$ cat config.mk
export PLATFORM = sky130hd
export DESIGN_NAME = uart_tx_framer
export DESIGN_NICKNAME = d
export VERILOG_FILES = /design/src/rtl/uart_tx_framer.sv
export SDC_FILE = /design/constraint.sdc
export NUM_CORES = 1
export LEC_CHECK = 0
export CAP_MARGIN = 20
export CORE_ASPECT_RATIO = 1.75
export CORE_UTILIZATION = 45
export DETAILED_ROUTE_END_ITERATION = 7
export PLACE_DENSITY = 0.64
export SYNTH_ARGS = -nofsm -noshare
export SYNTH_HDL_FRONTEND = slang
export SYNTH_SLANG_ARGS = --single-unit
$ cat constraint.sdc
create_clock -name clk -period 1.6 [get_ports clk]
set_input_delay 0.32 -clock clk [delete_from_list [all_inputs] [get_ports clk]]
set_output_delay 0.32 -clock clk [all_outputs]
set_load 0.03 [all_outputs]
$ cat src/rtl/uart_tx_framer.sv
// UART transmit framer: pulls bytes from an upstream FIFO and
// serialises them as start / 8 data LSB-first / optional parity / stop.
module uart_tx_framer #(
  parameter logic [31:0] CLOCK_FREQUENCY = 32'd50_000_000,
  parameter logic [31:0] BAUD_RATE       = 32'd115200,
  parameter int          PARITY          = 0,
  parameter int          STOP_BITS       = 1
) (
  input  logic       clk,
  input  logic       rst,
  input  logic [7:0] din,
  input  logic       empty,
  output logic       re,
  output logic       dout,
  output logic       busy
);

  localparam int CLKS_PER_BIT = int'(CLOCK_FREQUENCY / BAUD_RATE);
  localparam int STOP_CLKS    = STOP_BITS * CLKS_PER_BIT;
  localparam int CNT_W        = $clog2(STOP_CLKS);

  localparam logic [CNT_W-1:0] BIT_LAST  = CNT_W'(CLKS_PER_BIT - 1);
  localparam logic [CNT_W-1:0] STOP_LAST = CNT_W'(STOP_CLKS - 1);

  typedef enum logic [2:0] {
    ST_IDLE,
    ST_FETCH,
    ST_LOAD,
    ST_START,
    ST_DATA,
    ST_PARITY,
    ST_STOP
  } state_t;

  state_t           state_q, state_d;
  logic [CNT_W-1:0] cnt_q, cnt_d;
  logic [2:0]       bit_q, bit_d;
  logic [7:0]       shreg_q, shreg_d;
  logic             par_q, par_d;
  logic             dout_q, dout_d;
  logic             bit_end;

  // State, baud counter, shift register and line register.
  always_ff @(posedge clk or posedge rst) begin
    if (rst) begin
      state_q <= ST_IDLE;
      cnt_q   <= '0;
      bit_q   <= '0;
      shreg_q <= '0;
      par_q   <= 1'b0;
      dout_q  <= 1'b1;
    end else begin
      state_q <= state_d;
      cnt_q   <= cnt_d;
      bit_q   <= bit_d;
      shreg_q <= shreg_d;
      par_q   <= par_d;
      dout_q  <= dout_d;
    end
  end

  // Next-state logic; dout_d is the level of the bit that starts
  // at the coming edge, so the line stays glitch-free and registered.
  always_comb begin
    state_d = state_q;
    cnt_d   = cnt_q;
    bit_d   = bit_q;
    shreg_d = shreg_q;
    par_d   = par_q;
    dout_d  = dout_q;
    bit_end = (cnt_q == BIT_LAST);
    unique case (state_q)
      ST_IDLE: begin
        dout_d = 1'b1;
        if (!empty) state_d = ST_FETCH;
      end
      ST_FETCH: begin
        state_d = ST_LOAD;
      end
      ST_LOAD: begin
        shreg_d = din;
        par_d   = (PARITY == 1) ? ~^din : ^din;
        dout_d  = 1'b0;
        cnt_d   = '0;
        state_d = ST_START;
      end
      ST_START: begin
        if (bit_end) begin
          cnt_d   = '0;
          bit_d   = '0;
          dout_d  = shreg_q[0];
          state_d = ST_DATA;
        end else begin
          cnt_d = cnt_q + 1'b1;
        end
      end
      ST_DATA: begin
        if (bit_end) begin
          cnt_d = '0;
          if (bit_q == 3'd7) begin
            if (PARITY != 0) begin
              dout_d  = par_q;
              state_d = ST_PARITY;
            end else begin
              dout_d  = 1'b1;
              state_d = ST_STOP;
            end
          end else begin
            bit_d   = bit_q + 3'd1;
            shreg_d = {1'b0, shreg_q[7:1]};
            dout_d  = shreg_q[1];
          end
        end else begin
          cnt_d = cnt_q + 1'b1;
        end
      end
      ST_PARITY: begin
        if (bit_end) begin
          cnt_d   = '0;
          dout_d  = 1'b1;
          state_d = ST_STOP;
        end else begin
          cnt_d = cnt_q + 1'b1;
        end
      end
      ST_STOP: begin
        if (cnt_q == STOP_LAST) begin
          cnt_d   = '0;
          state_d = empty ? ST_IDLE : ST_FETCH;
        end else begin
          cnt_d = cnt_q + 1'b1;
        end
      end
      default: begin
        state_d = ST_IDLE;
      end
    endcase
  end

  assign re   = (state_q == ST_FETCH);
  assign busy = (state_q != ST_IDLE);
  assign dout = dout_q;

endmodule

==> results of run 1 <==
-- tightest hold or removal path, cell delays in order --
cell	delay (ns)
clkdlybuf4s50_1	0.40
inv_1	0.05
buf_4	0.29
-- final timing paths --
path | startpoint | slack, ns | endpoint
setup / recovery | bit_q[0] | -0.08 | bit_q[0]
hold / removal | rst | 0.39 | shreg_q[5]
setup reg to reg | bit_q[0] | -0.08 | bit_q[0]
hold reg to reg | shreg_q[7] | 0.49 | shreg_q[7]
max in group asynchronous | rst | 0.92 | dout
min in group clk | shreg_q[7] | 0.49 | shreg_q[7]
-- power by group through the flow --
| stage | Clock (mW) | Sequential, mW | Combinational (mW) |
|---|---|---|---|
| floorplan | 0 | 0.959 | 0.932 |
| global placement | 0 | 0.929 | 1.43 |
| detailed placement | 0 | 0.936 | 1.48 |
| CTS | 0.422 | 0.925 | 1.52 |
| global route | 0.442 | 0.957 | 1.77 |
| finish | 0.415 | 0.937 | 1.61 |
-- cells in the mapped netlist, types with 2 or more instances --
cell	number
nor2_1	4
buf_6	2
o21ai_2	3
nor3b_1	4
a21oi_1	4
nand3_1	5
a31oi_1	7
buf_2	2
inv_1	3
ha_1	4
o21ai_0	11
o211ai_1	3
a22o_1	4
clkbuf_1	3
a21o_1	4
dfrtp_1	23
mux2i_1	7
nand2_1	15
-- repair_timing --
item,in CTS,in global routing
endpoints found under the setup margin,19,22
pin swaps,4,14
buffers inserted,1,6
hold buffers,0,0
gates resized for setup,12,18
gates cloned,0,1
-- final cells by class --
class	count	area share, %
multi-input cells	99	41.7
flip-flops and latches	24	32.6
repair buffers	45	20.2
clock buffers	4	2.98
well taps	28	1.90
inverters	3	0.610
-- per-stage QoR --
stage,std cells,area (um2)
2_1_floorplan,135,1390
3_3_place_gp,191,1670
3_5_place_dp,191,1670
4_1_cts,196,1780
5_1_grt,203,1850
6_report,203,1850
-- sequential cells by signal, summed over array words and instances, names as in the netlist --
signal   count
state_q      3
shreg_q      8
bit_q        3
dout         1
cnt_q        9
-- routing by layer --
metal	wire [um]	share of wire, %
met3	80	2.6
met2	1750	57
met1	1160	38
met4	49	1.6
met5	0	0
-- kinds of logic (layout without fill, tap and decap cells) --
| kind of cell | count (synthesis) | count (layout) | share of synthesized area (%) |
|---|---|---|---|
| mux | 8 | 8 | 5.93 |
| flops | 24 | 24 | 43.8 |
| compound gates | 45 | 45 | 23.3 |
| simple gates | 41 | 41 | 17.7 |
| fa+ha+maj | 4 | 4 | 3.65 |
| buf+inv | 12 | 52 | 4.92 |
| xor+xnor | 1 | 1 | 0.638 |
==> impl_metrics.json, run 1 <==
{
  "setup-violations-final": 3,
  "setup_slack_ns": -0.0839,
  "die_area_um2": 3280,
  "grt_util_met1_pct": 19.6,
  "cts_buffer_depth": 2,
  "start_util_pct": 47.4,
  "hp-class": "input port to asynchronous set/reset pin",
  "antenna_cells": 0,
  "fin_total_pwr_mw": 2.97,
  "ir_drop_v": 0.000888,
  "slowest_stage": "dfrtp_1",
  "fin_crit_sh_pct": 105,
  "synth_seq_area_share_pct": 43.8,
  "regArea_um2": 602,
  "crit_path_end_kind": "register",
  "routed_wl_mm": 3.04,
  "ys_async_sr_fraction_pct": 100,
  "synth-seq-cells": 24,
  "core_area_um2": 2900,
  "fmax_ghz": 0.594,
  "reg2reg_depth": 6,
  "dr.pass1.iters": 6,
  "cp.arrival_ns": 1.84,
  "slowest_delay_ns": 0.39,
  "hold-worst-slack_ns": 0.388,
  "die_y_um": 75.1,
  "syn_avg_cell_area_um2": 10.2,
  "root_buffer": "clkbuf_8",
  "io_pins": 14,
  "synthDistinctLibCells": 45,
  "synth_edf_count": 0,
  "slew_headroom_pct": 74.8,
  "drive_above_1_share_pct": 37.1,
  "drv_cap": 0,
  "skew_ns": 0.00302,
  "combPwrFrac_pct": 54.4,
  "finalMaxSlewViolations": 0,
  "drc": 3,
  "power_frac_seq_pct": 31.6,
  "cellPowerDensity_nw_per_um2": 1610,
  "p_sw_share_pct": 39.0,
  "pwr-share-clk_pct": 14.0,
  "avgViaCountPerCell": 5.75,
  "synthesis.nets": 150,
  "yosys_warnings": 0,
  "h-tree-depth": 1,
  "final_nets": 191,
  "critPathTopFamily": "flip-flops",
  "synth_ff_type": "dfrtp_1",
  "grt_max_degree": 25,
  "gr-usage-met3_pct": 2.16,
  "synthCells": 135,
  "grt_pass1_wl_mm": 4.84,
  "top_usage_layer": "met2",
  "grt_usage_pct": 19.9,
  "ant_nets": 0,
  "rows": 26,
  "violations": "design-rule violations, negative setup slack",
  "nFillCells": 239,
  "io_buffer_count": 13,
  "areaGrowthSynthToFinish_pct": 34.5,
  "synth.top_cell.area_share_pct": 41.9,
  "required_ns": 1.76,
  "path_max_fanout": 3,
  "cts_tree": "done",
  "path_buf_inv": 1,
  "hold_viol_final": 0,
  "grtUsageMet2_pct": 39.8,
  "yosysTopAreaCell": "dfrtp_1",
  "gp_congestion": 0.728,
  "start_kind": "register",
  "clk_latency_ns": 0.27,
  "rsz0062_at_grt": "yes",
  "drt_iter0_drc": 18,
  "dr_total_vias": 1167,
  "switching_power_mw": 1.16,
  "wire_per_inst_um": 15.0,
  "path_depth": 6,
  "status": "finished, violations left",
  "multiInputGateArea_um2": 769,
  "cts_sinks": 24,
  "synthTopCellsByArea": "dfrtp_1 42%, mux2i_1 5.1%, nand2_1 4.1%, o21ai_0 4.0%, ha_1 3.6%",
  "p_leak_nw": 0.840,
  "final.min_clock_period_ns": 1.68,
  "pre_cts_ws_ns": -0.145,
  "final_cell_mix": "31 x buf_4, 23 x dfrtp_1, 10 x clkdlybuf4s50_1",
  "fin_tns_setup_ns": -0.151,
  "numCtsBuffers": 3,
  "grt-ovfl-total": 0,
  "tightest_slew_ns": 0.374,
  "crit_type": "register to register",
  "hpwl_mm": 2.23,
  "power.internal_mw": 1.81,
  "antenna_found_initial": 0,
  "clk_pin_slew_ns": 0.08,
  "die_w_um": 43.8,
  "final_common_cell": "buf_4",
  "post-route-util_pct": 63.7,
  "grt_pass1_vias": 1131,
  "synthesis.area_um2": 1370,
  "critical_path.cell_chain": "ha_2 -> ha_4 -> nor4b_4 -> buf_4 -> o211ai_1 -> mux2_4"
}
(Power assumes the default switching activity.)
==> inputs of run 2 (changes only) <==
- MAX_ROUTING_LAYER: not set -> met4
==> results of run 2 <==
No change in the layout: final DEF, timing and power equal those of run 1.
Among the figures that moved: final weighted congestion in routability-driven placement 0.728 -> 0.737; via count of the first global-routing pass 1131 -> 1133; overall routing resource usage 19.9% -> 20.5%; violation count after the first detailed-route iteration 18 -> 23
==> inputs of run 3 (changes only) <==
- CORE_MARGIN: not set -> 3
==> impl_metrics.json, run 3 (same netlist as run 1, synthesis figures left out) <==
{
  "status": "finished, violations left",
  "violations": "negative setup slack",
  "grt_pass1_wl_mm": 5.26,
  "final_cell_mix": "25 x buf_4, 23 x dfrtp_1, 15 x nand2_1",
  "crit_type": "register to register",
  "cp.arrival_ns": 1.83,
  "cts_buffer_depth": 2,
  "max_flop_register": "cnt_q",
  "grt_pass1_vias": 1193,
  "hpwl_mm": 2.30,
  "grt_max_degree": 25,
  "antenna_found_initial": 0,
  "final_common_cell": "buf_4",
  "critical_path.cell_chain": "ha_2 -> ha_4 -> nor4b_4 -> buf_4 -> o211ai_1 -> mux2_4",
  "pre_cts_ws_ns": -0.160,
  "nFillCells": 228,
  "setup_slack_ns": -0.0636,
  "required_ns": 1.76,
  "numCtsBuffers": 3,
  "cts_sinks": 24,
  "dr.pass1.iters": 5,
  "io_pins": 14,
  "final_nets": 188,
  "wire_per_inst_um": 16.0,
  "slowest_delay_ns": 0.39,
  "core_area_um2": 2820,
  "clk_latency_ns": 0.27,
  "clk_pin_slew_ns": 0.09,
  "drt_iter0_drc": 25,
  "slew_headroom_pct": 79.0,
  "tightest_slew_ns": 0.314,
  "reg2reg_depth": 6,
  "drive_above_1_share_pct": 32.6,
  "start_kind": "register",
  "ff2ff_setup_slack_ns": -0.06,
  "fmax_ghz": 0.601,
  "die_area_um2": 3780,
  "ir_drop_v": 0.00127,
  "io_buffer_count": 13,
  "start_util_pct": 48.8,
  "p_leak_nw": 0.825,
  "areaGrowthSynthToFinish_pct": 33.7,
  "routed_wl_mm": 3.18,
  "path_buf_inv": 1,
  "ant_nets": 0,
  "rsz0062_at_grt": "yes",
  "critPathTopFamily": "flip-flops",
  "worstReg2RegStart": "bit_q[0]",
  "h-tree-depth": 1,
  "fin_crit_sh_pct": 104,
  "root_buffer": "clkbuf_8",
  "die_w_um": 47.8,
  "avgViaCountPerCell": 6.04,
  "finalMaxSlewViolations": 0,
  "path_max_fanout": 3,
  "crit_path_end_kind": "register",
  "cellPowerDensity_nw_per_um2": 1680,
  "setup-violations-final": 3,
  "drc": 0,
  "drv_cap": 0,
  "post-route-util_pct": 65.2,
  "final.min_clock_period_ns": 1.66,
  "cts_tree": "done",
  "r2r-end": "bit_q[0]",
  "gp_congestion": 0.808,
  "dr_total_vias": 1201,
  "slowest_stage": "dfrtp_1",
  "largestRegisters": "cnt_q: 9 flops, shreg_q: 8 flops",
  "rows": 25,
  "fin_total_pwr_mw": 3.08,
  "antenna_cells": 0,
  "skew_ns": 0.00436,
  "die_y_um": 79.1,
  "hold_viol_final": 0,
  "grt_usage_pct": 19.7,
  "grt-ovfl-total": 0,
  "hp-class": "input port to asynchronous set/reset pin",
  "largest_reg_flops": 9
}
-- run 3: changes by cell type in the layout (fill, tap and decap cells not counted), moves of 2 or more --
| cell | delta |
|---|---|
| buf_2 | +2 |
| buf_6 | +2 |
| nand2_2 | -6 |
| buf_4 | -6 |
| nand2_1 | +6 |
-- run 3: timing repair --
action,CTS,global route
endpoints found under the setup margin,15,21
pin swaps,7,8
hold buffers,0,0
buffers inserted,1,4
gates cloned,0,1
gates resized for setup,13,9
-- run 3: worst reg2reg max path, delay by kind of cell (launching register included) --
family	cells	cell delay, ns
compound gates	1	0.14
fa+ha+maj	2	0.36
buf+inv	1	0.16
flops	1	0.39
mux	1	0.28
simple gates	1	0.23
-- run 3: where the power goes --
group | internal [mW] | total [mW] | switching [mW]
registers | 0.805 | 0.937 | 0.133
clock network | 0.335 | 0.536 | 0.202
logic | 0.779 | 1.60 | 0.826
total | 1.92 | 3.08 | 1.16
-- run 3: how the worst max path moves through the flow --
stage              from        to  cells after the start
2_1_floorplan  cnt_q[0]  cnt_q[7]                      6
3_3_place_gp   bit_q[0]  bit_q[0]                      6
3_5_place_dp   bit_q[0]  bit_q[0]                      6
4_1_cts        bit_q[1]  bit_q[0]                      6
6_report       bit_q[0]  bit_q[0]                      6
5_1_grt        bit_q[0]  bit_q[0]                      6
-- run 3: routing by layer --
metal	share of wire, %	up-vias	track usage (%)
li1	-	579	-
met1	38	580	20.7
met2	55	31	33.6
met3	3.8	11	2.95
met4	3.1	0	9.43
met5	0	-	-
-- run 3: cell type report --
class                           instances  area (um2)  area share (%)
Clock buffer                            3        41.3            2.25
Inverter                                3        11.3           0.613
Clock inverter                          1        30.0            1.64
Tap cell                               27        33.8            1.84
Multi-Input combinational cell         99         757            41.2
Sequential cell                        24         602            32.8
Timing Repair Buffer                   42         360            19.6
-- run 3: through the flow --
stage | hold WS (ns) | area (um2) | std cells | setup TNS [ns]
floorplan | 0.334 | 1390 | 135 | -0.529
global placement | 0.462 | 1680 | 189 | -0.0991
detailed placement | 0.466 | 1680 | 189 | -0.627
CTS | 0.397 | 1790 | 194 | -0.280
global route | 0.410 | 1840 | 199 | -0.702
finish | 0.382 | 1840 | 199 | -0.0881
